[src/rtl/wide_obi_bridge.sv]
`timescale 1ns/1ps
`default_nettype none
// +----------------------------------------------------------------------------+
// | Module   : wide_obi_bridge                                                 |
// | Purpose  : Splits one cache-line request (MEM_DATA_WIDTH bits) into        |
// |            MEM_DATA_WIDTH/32 OBI word beats and reassembles read data      |
// |            into a single line-wide response.                               |
// | Ports    : clk_i, rst_i            - clock, sync active-high reset         |
// |            mem_req_*               - line request (valid/ready handshake)  |
// |            mem_rsp_*               - line read response (valid/ready)      |
// |            host_req_o/gnt_i/...    - OBI manager port, 32-bit data         |
// | Revision : 1.0 - initial release                                           |
// +----------------------------------------------------------------------------+
module wide_obi_bridge #(
  parameter int          MEM_DATA_WIDTH = 128,
  parameter int          MEM_ADDR_WIDTH = 28,
  parameter int          MEM_TAG_WIDTH  = 8,
  parameter int          PIPELINED      = 1,
  parameter int          SKIP_EMPTY     = 1,
  parameter logic [31:0] BASE_ADDR      = 32'h0
) (
  input  logic                          clk_i,
  input  logic                          rst_i,
  input  logic                          mem_req_valid_i,
  output logic                          mem_req_ready_o,
  input  logic                          mem_req_rw_i,
  input  logic [MEM_DATA_WIDTH/8-1:0]   mem_req_byteen_i,
  input  logic [MEM_ADDR_WIDTH-1:0]     mem_req_addr_i,
  input  logic [MEM_DATA_WIDTH-1:0]     mem_req_data_i,
  input  logic [MEM_TAG_WIDTH-1:0]      mem_req_tag_i,
  output logic                          mem_rsp_valid_o,
  input  logic                          mem_rsp_ready_i,
  output logic [MEM_DATA_WIDTH-1:0]     mem_rsp_data_o,
  output logic [MEM_TAG_WIDTH-1:0]      mem_rsp_tag_o,
  output logic                          host_req_o,
  input  logic                          host_gnt_i,
  output logic [31:0]                   host_addr_o,
  output logic                          host_we_o,
  output logic [3:0]                    host_be_o,
  output logic [31:0]                   host_wdata_o,
  input  logic                          host_rvalid_i,
  input  logic [31:0]                   host_rdata_i
);

  localparam int c_BEATS      = MEM_DATA_WIDTH / 32;
  localparam int c_CW         = $clog2(c_BEATS) + 1;
  localparam int c_LINE_SHIFT = $clog2(MEM_DATA_WIDTH / 8);
  localparam logic [c_CW-1:0] c_BEATS_CNT = c_CW'(c_BEATS);
  localparam logic [c_CW-1:0] c_LIMIT     = (PIPELINED != 0) ? c_BEATS_CNT : c_CW'(1);

  typedef enum logic [1:0] {
    S_IDLE  = 2'd0,
    S_ISSUE = 2'd1,
    S_DRAIN = 2'd2,
    S_RSP   = 2'd3
  } state_e;

  state_e                        r_state;
  logic                          r_ready;
  logic                          r_rsp_valid;
  logic                          r_rw;
  logic [MEM_DATA_WIDTH/8-1:0]   r_byteen;
  logic [MEM_ADDR_WIDTH-1:0]     r_addr;
  logic [MEM_DATA_WIDTH-1:0]     r_data;
  logic [MEM_TAG_WIDTH-1:0]      r_tag;
  logic [MEM_DATA_WIDTH-1:0]     r_rdata;
  logic [c_CW-1:0]               r_issue_cnt;
  logic [c_CW-1:0]               r_rcv_cnt;

  logic [3:0]                    w_beat_be;
  logic [31:0]                   w_beat_wdata;
  logic [31:0]                   w_line_addr;
  logic [31:0]                   w_beat_addr;
  logic [c_CW-1:0]               w_outstanding;
  logic                          w_in_flight;
  logic                          w_issuing;
  logic                          w_skip;
  logic                          w_req;
  logic                          w_grant;
  logic                          w_rvalid;
  logic [c_CW-1:0]               w_issue_nxt;
  logic [c_CW-1:0]               w_rcv_nxt;

  // Beat slice selected by compare rather than a variable part-select so the
  // terminal count (issue_cnt == BEATS) never indexes past the line.
  always_comb begin
    w_beat_be    = 4'h0;
    w_beat_wdata = 32'h0;
    for (int b = 0; b < c_BEATS; b++) begin
      if (r_issue_cnt == c_CW'(b)) begin
        w_beat_be    = r_byteen[4*b +: 4];
        w_beat_wdata = r_data[32*b +: 32];
      end
    end
  end

  // Truncating before the shift keeps exactly the bits that survive mod 2^32.
  assign w_line_addr   = 32'(r_addr) << c_LINE_SHIFT;
  assign w_beat_addr   = BASE_ADDR + w_line_addr + (32'(r_issue_cnt) << 2);

  assign w_outstanding = r_issue_cnt - r_rcv_cnt;
  assign w_in_flight   = (r_state == S_ISSUE) || (r_state == S_DRAIN);
  assign w_issuing     = (r_state == S_ISSUE) && (r_issue_cnt != c_BEATS_CNT);
  assign w_skip        = w_issuing && (SKIP_EMPTY != 0) && r_rw && (w_beat_be == 4'h0);
  assign w_req         = w_issuing && !w_skip && (w_outstanding < c_LIMIT);
  assign w_grant       = w_req && host_gnt_i;
  // Stray rvalids with nothing outstanding (e.g. after an abort) are dropped.
  assign w_rvalid      = host_rvalid_i && w_in_flight && (w_outstanding != '0);

  // A skipped beat counts as both issued and received in the same cycle.
  assign w_issue_nxt   = r_issue_cnt + c_CW'(w_grant) + c_CW'(w_skip);
  assign w_rcv_nxt     = r_rcv_cnt + c_CW'(w_rvalid) + c_CW'(w_skip);

  // Host outputs are zero whenever no request is presented; while stalled
  // they depend only on registers, so they stay stable until the grant.
  assign host_req_o      = w_req;
  assign host_addr_o     = w_req ? w_beat_addr : 32'h0;
  assign host_we_o       = w_req && r_rw;
  assign host_be_o       = w_req ? (r_rw ? w_beat_be : 4'hF) : 4'h0;
  assign host_wdata_o    = (w_req && r_rw) ? w_beat_wdata : 32'h0;

  assign mem_req_ready_o = r_ready;
  assign mem_rsp_valid_o = r_rsp_valid;
  assign mem_rsp_data_o  = r_rdata;
  assign mem_rsp_tag_o   = r_tag;

  always_ff @(posedge clk_i) begin
    if (rst_i) begin
      r_state     <= S_IDLE;
      r_ready     <= 1'b0;
      r_rsp_valid <= 1'b0;
      r_rw        <= 1'b0;
      r_byteen    <= '0;
      r_addr      <= '0;
      r_data      <= '0;
      r_tag       <= '0;
      r_rdata     <= '0;
      r_issue_cnt <= '0;
      r_rcv_cnt   <= '0;
    end else begin
      if (w_in_flight) begin
        r_issue_cnt <= w_issue_nxt;
        r_rcv_cnt   <= w_rcv_nxt;
        // OBI returns in order, so the receive count is the beat slot.
        if (w_rvalid && !r_rw) begin
          for (int b = 0; b < c_BEATS; b++) begin
            if (r_rcv_cnt == c_CW'(b)) begin
              r_rdata[32*b +: 32] <= host_rdata_i;
            end
          end
        end
      end

      case (r_state)
        S_IDLE: begin
          // Ready rises one cycle after reset release and stays up in IDLE.
          r_ready <= 1'b1;
          if (mem_req_valid_i && r_ready) begin
            r_rw        <= mem_req_rw_i;
            r_byteen    <= mem_req_byteen_i;
            r_addr      <= mem_req_addr_i;
            r_data      <= mem_req_data_i;
            r_tag       <= mem_req_tag_i;
            r_issue_cnt <= '0;
            r_rcv_cnt   <= '0;
            r_ready     <= 1'b0;
            r_state     <= S_ISSUE;
          end
        end
        S_ISSUE: begin
          if (w_issue_nxt == c_BEATS_CNT) begin
            r_state <= S_DRAIN;
          end
        end
        S_DRAIN: begin
          if (w_rcv_nxt == c_BEATS_CNT) begin
            if (r_rw) begin
              r_ready <= 1'b1;
              r_state <= S_IDLE;
            end else begin
              r_rsp_valid <= 1'b1;
              r_state     <= S_RSP;
            end
          end
        end
        S_RSP: begin
          if (mem_rsp_ready_i) begin
            r_rsp_valid <= 1'b0;
            r_ready     <= 1'b1;
            r_state     <= S_IDLE;
          end
        end
        default: begin
          r_state <= S_IDLE;
        end
      endcase
    end
  end

endmodule
`default_nettype wire

[config.mk]
export PLATFORM = sky130hd
export DESIGN_NAME = wide_obi_bridge
export DESIGN_NICKNAME = d
export VERILOG_FILES = /design/src/rtl/wide_obi_bridge.sv
export SDC_FILE = /design/constraint.sdc
export NUM_CORES = 1
export LEC_CHECK = 0
export CORE_MARGIN = 2
export CORE_UTILIZATION = 45
export CTS_CLUSTER_SIZE = 28
export DETAILED_ROUTE_END_ITERATION = 16
export HOLD_SLACK_MARGIN = 0.12
export MAX_ROUTING_LAYER = met4
export PLACE_DENSITY = 0.78
export RECOVER_POWER = 25
export SYNTH_ARGS = -nofsm -noshare
export SYNTH_HDL_FRONTEND = slang
export SYNTH_SLANG_ARGS = --single-unit
[constraint.sdc]
create_clock -name clk_i -period 4.8 [get_ports clk_i]
set_clock_uncertainty 0.15 [all_clocks]
set_input_delay 1.2 -clock clk_i [delete_from_list [all_inputs] [get_ports clk_i]]
set_output_delay 1.2 -clock clk_i [all_outputs]
set_load 0.02 [all_outputs]
### Word level (Yosys, flattened, before mapping)

Index checks and enable logic that the tools add are counted.

* reduce and logical (&&, ||, !) cells: 29
* $add $sub $neg: 6
* equal/unequal tests: 18
* multiplexer cells: 33
* magnitude comparators: 1

Operators with widths (number)
* 2-to-1 mux 32 bit: 6
* adder 32 x 5 -> 32 bit: 1
* 2-to-1 mux 4 bit: 6
* 2-to-1 mux 3 bit: 6
* adder 3 x 1 -> 3 bit: 4
* == test 3 x 2 -> 1 bit (second input constant): 4
* AND reduction 3 bit: 4
* AND reduction 4 bit: 3
* logical AND 1 bit: 11
* 2-to-1 mux 2 bit: 5
* != test 2 bit (second input constant): 4
* case mux 2 bit (4 select lines): 1
* 2-to-1 mux 1 bit: 7
* == test 3 x 1 -> 1 bit (second input constant): 2
* == test 3 bit (second input constant): 2
* logical NOT 3 bit: 2
* nonzero test 3 bit: 2
* == test 2 bit (second input constant): 2
* logical NOT 4 bit: 1
* != test 2 x 1 -> 1 bit (second input constant): 2
* < comparator 3 bit (second input constant): 1
* != test 3 bit (second input constant): 1
* case mux 1 bit (3 select lines): 1
* subtractor 3 bit: 1
* 7 further kinds: 8

* input bits: 219
* bits in registers: 319

### Logic depth before layout (Yosys ltp)

Gate-level depths: netlist of run 1.

* depth in word-level cells: 16
* mapped depth: 18
* depth with buffers taken out: 15

### Worst setup path after synthesis of run 1

No wires, ideal clock.

* path type: register -> output
* start point: register r_issue_cnt[0]
* end point: output port host_wdata_o[1]
* path buffers: 2
* arrival: 3.266 ns
* path slack: 0.184 ns
* cell stages (with the launch flop): 10
* path through: dfxtp_1 > buf_6 > buf_2 > clkinv_1 > ha_1 > fa_1 > xnor3_1 > nand3_1 > nand2b_2 > a2111oi_0

* longest elaborated chain between the ends: 12
* elaborated cells on any way between the ends: 24
* classes of those cells: add/sub (1); order compare (1); eq/ne (4); mux (9); reduce/logical (9)

RTL lines
* from (decl): line 67 `logic [c_CW-1:0] r_issue_cnt;`
* from (signal assigned): line 142 `r_issue_cnt <= w_issue_nxt;`
* logical NOT 3 bit: line 90 `if (r_issue_cnt == c_CW'(b)) begin`
* 2-to-1 mux 4 bit (4 in series): line 90
* logical NOT 4 bit: line 104 `assign w_skip = w_issuing && (SKIP_EMPTY != 0) && r_rw && (w_beat_be == 4'h0);`
* logical AND 1 bit: line 104
* logical NOT 1 bit: line 105 `assign w_req = w_issuing && !w_skip && (w_outstanding < c_LIMIT);`
* logical AND 1 bit (2 in series): line 105
* logical AND 1 bit: line 120 `assign host_wdata_o = (w_req && r_rw) ? w_beat_wdata : 32'h0;`
* 2-to-1 mux 32 bit (*): line 120
* to (decl): line 40 `output logic [31:0] host_wdata_o,`

Mark *: on every way between the ends. The rest lies on a longest branch, timed or not.

### Final worst setup path of run 1

* start point: register r_issue_cnt[1]
* end point: output port host_be_o[1]

* longest elaborated chain between the ends: 11
* elaborated cells on any way between the ends: 20
* classes of those cells: add/sub (1); order compare (1); eq/ne (4); mux (6); reduce/logical (8)

RTL lines
* logical NOT 3 bit: line 90
* 2-to-1 mux 4 bit (4 in series): line 90
* logical NOT 4 bit: line 104
* logical AND 1 bit: line 104
* logical NOT 1 bit: line 105
* logical AND 1 bit (2 in series): line 105
* 2-to-1 mux 4 bit (*): line 119 `assign host_be_o = w_req ? (r_rw ? w_beat_be : 4'hF) : 4'h0;`
* to (decl): line 39 `output logic [3:0] host_be_o,`

Marks and branches as above.

==> results.cfg, run 1 <==
[status]
status = finished with violations
violations = max-capacitance violations, max-slew violations

[min_path]
hold_path.startpoint = mem_rsp_data_o[109]$_SDFFE_PP0P_
hp-class = register to register

[drt]
vias = 12575
wl_per_cell_um = 17.9
drt_iter0_markers = 937
drc = 0
viasPerCell = 5.24
drtPass1Iterations = 6
wl_mm = 42.9
antenna_left = 0

[power_and_ir_drop]
power_density_nw_per_um2 = 397
ir_worst_vdd_mv = 0.267
p_total_mw = 7.50
p_leak_nw = 7.01

[timing]
drv_slew = 60
slew_headroom_pct = -55.5
hold_viol = 0
min_period_ps = 4630
tightest_slew_ps = 2330
setup_viol = 0
totalNegativeSetupSlack_ps = 0
fmax_mhz = 216
rsz0062_at_grt = false
setup_ws_ps = 167
whs_ps = 300
period_share_pct = 96.5

[global_routing]
grt_pass1_wl_mm = 65.6
first_global_vias = 12247
grt_max_degree = 137
antenna_found_initial = 9
grt_overflow = 0
grt.total_usage_pct = 27.4

[finish]
drive_gt1_share_pct = 6.42
final_area_um2 = 18900
layout.nets = 2217
syn_to_final_growth_pct = 41.9

[yosys]
yosys_warnings = 0
syn_inst = 1623
synthTopCellsByCount = nand2_1 (571), dfxtp_1 (319), a21oi_1 (283), clkbuf_1 (81), nor2_1 (70)
avgSynthCellArea_um2 = 8.19
synth_top_area_cell = dfxtp_1
synth_edf_count = 0
synthTopCellsByArea = dfxtp_1 (48%), nand2_1 (16%), a21oi_1 (11%)
synth-simple-area-share_pct = 22.7
synth_fa_ha_area_share_pct = 1.39
synth_flop_cell = dfxtp_1
synth_top_family_by_area = simple AND/OR/NAND/NOR gates
synthMuxAreaShare_pct = 8.05
ys_seq_area_share_pct = 48.0
ys_ff_latch = 319
synth_top_area_share_pct = 48.0
async_flop_share_pct = 0
yosysMostFrequentCell = nand2_1
synth_compound_area_share_pct = 12.8
syn_area_um2 = 13300
synth_xor_area_share_pct = 2.15
synth_cell_types = 54

[clocking]
ctsResizeCount = 3
cts_setup_buffers = 0
htree_levels = 2
cts.sinks = 319
cts_buffer_depth = 3
insertion_delay_ps = 500
holdBufCountCts = 0
cts-root-buf = clkbuf_16
cts_tree = built
clk_pin_slew_ps = 60
numCtsBuffers = 35

[floorplan]
pin_count = 427
dieArea_um2 = 30900
initial_utilization_pct = 45.9
core-area_um2 = 28900
fp.dieH_um = 176
rows = 62
die_x_um = 176

[critical_path]
worstSetupStartpointType = register
path_class = register to primary output
crit_arrival_ps = 3280
crit_required_ps = 3450
crit-reg2reg-launch = r_issue_cnt[1]$_SDFF_PP0_
endpoint_kind = primary output
critPathMaxFanout = 31
critPathLaunch = r_issue_cnt[1]$_SDFF_PP0_

[flow_run]
maxCapViolations = 1

[placement]
place_congestion = 0.888
portBuffers = 424
hpwl_mm = 29.3
placement.cell_area_um2 = 17700
preCtsSetupSlack_ps = 297
==> layout make-up <==
class                      count  area, um^2
antenna                        9        22.5
clock buffer                  51        1040
clock inverter                 9        77.6
fill                        2404       10100
inverter                      14        60.1
multi-input combinational   1166        6290
sequential                   319        6390
tap                          384         480
timing repair buffer         449        4510
==> registers in the layout, indices dropped and copies added (netlist names), 2 cells and up <==
register	cells
mem_rsp_data_o	128
r_state	2
mem_rsp_tag_o	8
r_byteen	16
r_issue_cnt	3
r_rcv_cnt	3
r_data	128
r_addr	28
==> placed cells by master, fill, tap and decap left out, types with 3 or more instances in the layout <==
cell type        instances
nor3_1                   8
clkdlybuf4s50_1        355
xor2_1                  23
clkbuf_8                 6
nand2_1                571
diode_2                  9
buf_12                   5
mux2i_1                 45
ha_1                    10
clkinv_2                 6
mux2_2                   3
xnor2_1                  7
fa_1                     3
nor2_1                  70
inv_1                   11
a211oi_1                 7
clkbuf_16               37
buf_4                   19
and2_1                  12
and3_1                  31
and4_1                   4
a21oi_1                283
dlygate4sd3_1           67
nand3_1                 15
mux4_2                  26
nand4_1                  8
dfxtp_1                317
a2111oi_2                6
clkbuf_1                 8
==> per-stage QoR <==
step / std cells / util (%)
2_1_floorplan: 1624 / -
3_3_place_gp: 2332 / 61.2
3_5_place_dp: 2332 / 61.2
4_1_cts: 2392 / 65.1
5_1_grt: 2401 / 65.2
6_report: 2401 / 65.2
==> path summary, 6_finish.rpt <==
| kind | end | slack [ps] | depth (start not counted) |
|---|---|---|---|
| worst max-delay path | host_be_o[1] | 170 | 8 |
| worst min-delay path | mem_rsp_data_o[109]$_SDFFE_PP0P_ | 300 | 2 |
| worst max register to register | r_state[1]$_SDFFE_PP0P_ | 940 | 14 |
| worst min register to register | mem_rsp_data_o[109]$_SDFFE_PP0P_ | 300 | 2 |
==> routing by layer <==
layer  vias up  global-route usage, %  wire, um
li1       6108                      -         -
met1      5866                   32.8     17500
met2       494                   44.9     20600
met3       107                   5.58      2940
met5         -                      -         0
met4         0                   11.8      1880
==> report_power, final <==
| group | switching [mW] | internal, mW | leakage (nW) | total, mW |
|---|---|---|---|---|
| clock | 1.06 | 1.56 | 0.555 | 2.62 |
| combinational | 1.07 | 0.711 | 3.87 | 1.78 |
| sequential | 0.178 | 2.93 | 2.59 | 3.10 |
==> critical path, stage by stage, from the launching register on <==
cell	delay [ps]
dfxtp_2	420
clkinv_1	150
fa_1	440
xnor3_1	280
nand3_1	140
nand2b_4	290
buf_6	250
a21oi_1	170
clkdlybuf4s50_1	630
==> logic make-up (layout without fill, tap and decap cells) <==
family | after synthesis | count (layout)
buffers and inverters | 139 | 523
adder cells (fa/ha/maj) | 13 | 13
multiplexers | 74 | 74
AND/OR/NAND/NOR | 736 | 736
XOR/XNOR | 31 | 31
AO/OA/AOI/OAI | 310 | 310
flip-flops | 319 | 319
other | 1 | 11
Power figures use the tool's default switching activity.
==> run 2, diff against run 1 <==
- SKIP_CTS_REPAIR_TIMING: default -> 1
==> run 2 against run 1 <==
The flow still finishes with violations (max-capacitance violations, max-slew violations). Fmax hardly changed. Non-clock buffer count stayed put. Sequential share of layout area stayed put. Routed wire length is 0.11% lower. Total power hardly changed. Sequential cell count stayed put.
==> results.cfg, run 2 (synthesis gave the netlist of run 1 again) <==
[clocking]
cts.sinks = 319
cts-root-buf = clkbuf_16
cts_buffer_depth = 3
htree_levels = 2
insertion_delay_ps = 500
clk_pin_slew_ps = 60
cts_tree = built
numCtsBuffers = 35

[finish]
syn_to_final_growth_pct = 41.9
layout.nets = 2217
layout_commonest_cell = nand2_1
drive_gt1_share_pct = 6.42
final_cell_mix = nand2_1 (571), clkdlybuf4s50_1 (354), dfxtp_1 (317), a21oi_1 (283), nor2_1 (70)

[timing]
setup_viol = 0
totalNegativeSetupSlack_ps = 0
whs_ps = 300
setup_ws_ps = 169
fmax_mhz = 216
period_share_pct = 96.5
hold_viol = 0
drv_slew = 60
min_period_ps = 4630
rsz0062_at_grt = false
tightest_slew_ps = 2330
slew_headroom_pct = -55.6

[placement]
preCtsSetupSlack_ps = 297
hpwl_mm = 29.3
portBuffers = 424
place_congestion = 0.888

[global_routing]
antenna_found_initial = 9
grt_pass1_wl_mm = 65.5
grt.total_usage_pct = 27.4
first_global_vias = 12245
grt_overflow = 0
grt_max_degree = 137

[floorplan]
die_x_um = 176
core-area_um2 = 28900
dieArea_um2 = 30900
pin_count = 427
fp.dieH_um = 176
initial_utilization_pct = 45.9
rows = 62

[drt]
vias = 12586
drc = 0
drt_iter0_markers = 966
antenna_left = 0
wl_mm = 42.8
drtPass1Iterations = 6
viasPerCell = 5.24
wl_per_cell_um = 17.8

[power_and_ir_drop]
sw_frac_of_total_pct = 30.7
p_comb_share_pct = 23.7
p_total_mw = 7.50
p_switching_mw = 2.30
power_density_nw_per_um2 = 397
p_leak_nw = 7.02
p_int_mw = 5.19
ir_worst_vdd_mv = 0.267
pwr-share-clk_pct = 34.9
p_seq_share_pct = 41.4

[critical_path]
endpoint_kind = primary output
crit_arrival_ps = 3280
path_cells = clkinv_1 -> fa_1 -> xnor3_1 -> nand3_1 -> nand2b_4 -> inv_8 -> and3_1 -> clkdlybuf4s50_1
max_stage_delay_ps = 640
path_class = register to primary output
slowest_stage = clkdlybuf4s50_1
crit_family = buffers and inverters
crit_buf_inv = 3
crit_required_ps = 3450
critPathMaxFanout = 29
worstSetupStartpointType = register

[flow_run]
maxCapViolations = 1

[status]
status = finished with violations
violations = max-capacitance violations, max-slew violations

[min_path]
hp-class = register to register
[run 2: path summary, 6_finish.rpt]
path                                endpoint  slack (ps)  cells past startpoint                             from
min          mem_rsp_data_o[22]$_SDFFE_PP0P_         300                      2  mem_rsp_data_o[22]$_SDFFE_PP0P_
max                          host_wdata_o[0]         170                      8        r_issue_cnt[1]$_SDFF_PP0_
max reg2reg          r_state[1]$_SDFFE_PP0P_         940                     13        r_issue_cnt[2]$_SDFF_PP0_
min reg2reg  mem_rsp_data_o[22]$_SDFFE_PP0P_         300                      2  mem_rsp_data_o[22]$_SDFFE_PP0P_
[run 2: area by class of cell]
type	count	area, um^2
fillers	2404	10100
repair buffers	449	4510
clock inverters	9	77.6
well taps	384	480
multi-input cells	1166	6290
inverters	14	60.1
clock buffers	51	1040
diodes	9	22.5
flip-flops and latches	319	6390
[run 2: per-layer routing]
| metal | part of all wire [%] | GRT usage, % |
|---|---|---|
| met1 | 41 | 32.8 |
| met2 | 48 | 44.9 |
| met3 | 6.7 | 5.58 |
| met4 | 4.4 | 11.8 |
| met5 | 0 | - |
[run 2: power groups by stage]
stage                     clock network, mW  registers, mW  logic, mW
final                                  2.62           3.10       1.78
after global routing                   2.77           3.13       1.94
after CTS                              2.66           3.10       1.77
after detailed placement                  0           3.16       1.76
after global placement                    0           3.14       1.72
after floorplan                           0           3.17       1.06
[run 2: per-stage QoR]
step,cells,util (%),area [um^2]
floorplan,1624,-,13300
global placement,2332,61.2,17700
detailed placement,2332,61.2,17700
CTS,2392,65.1,18800
global route,2401,65.2,18900
finish,2401,65.2,18900
[run 2: tightest hold or removal path, delay by kind of cell, from the launching register on]
kind / cells / cell delay (ps)
flip-flops: 1 / 300
AND/OR/NAND/NOR: 1 / 50
AO/OA/AOI/OAI: 1 / 50
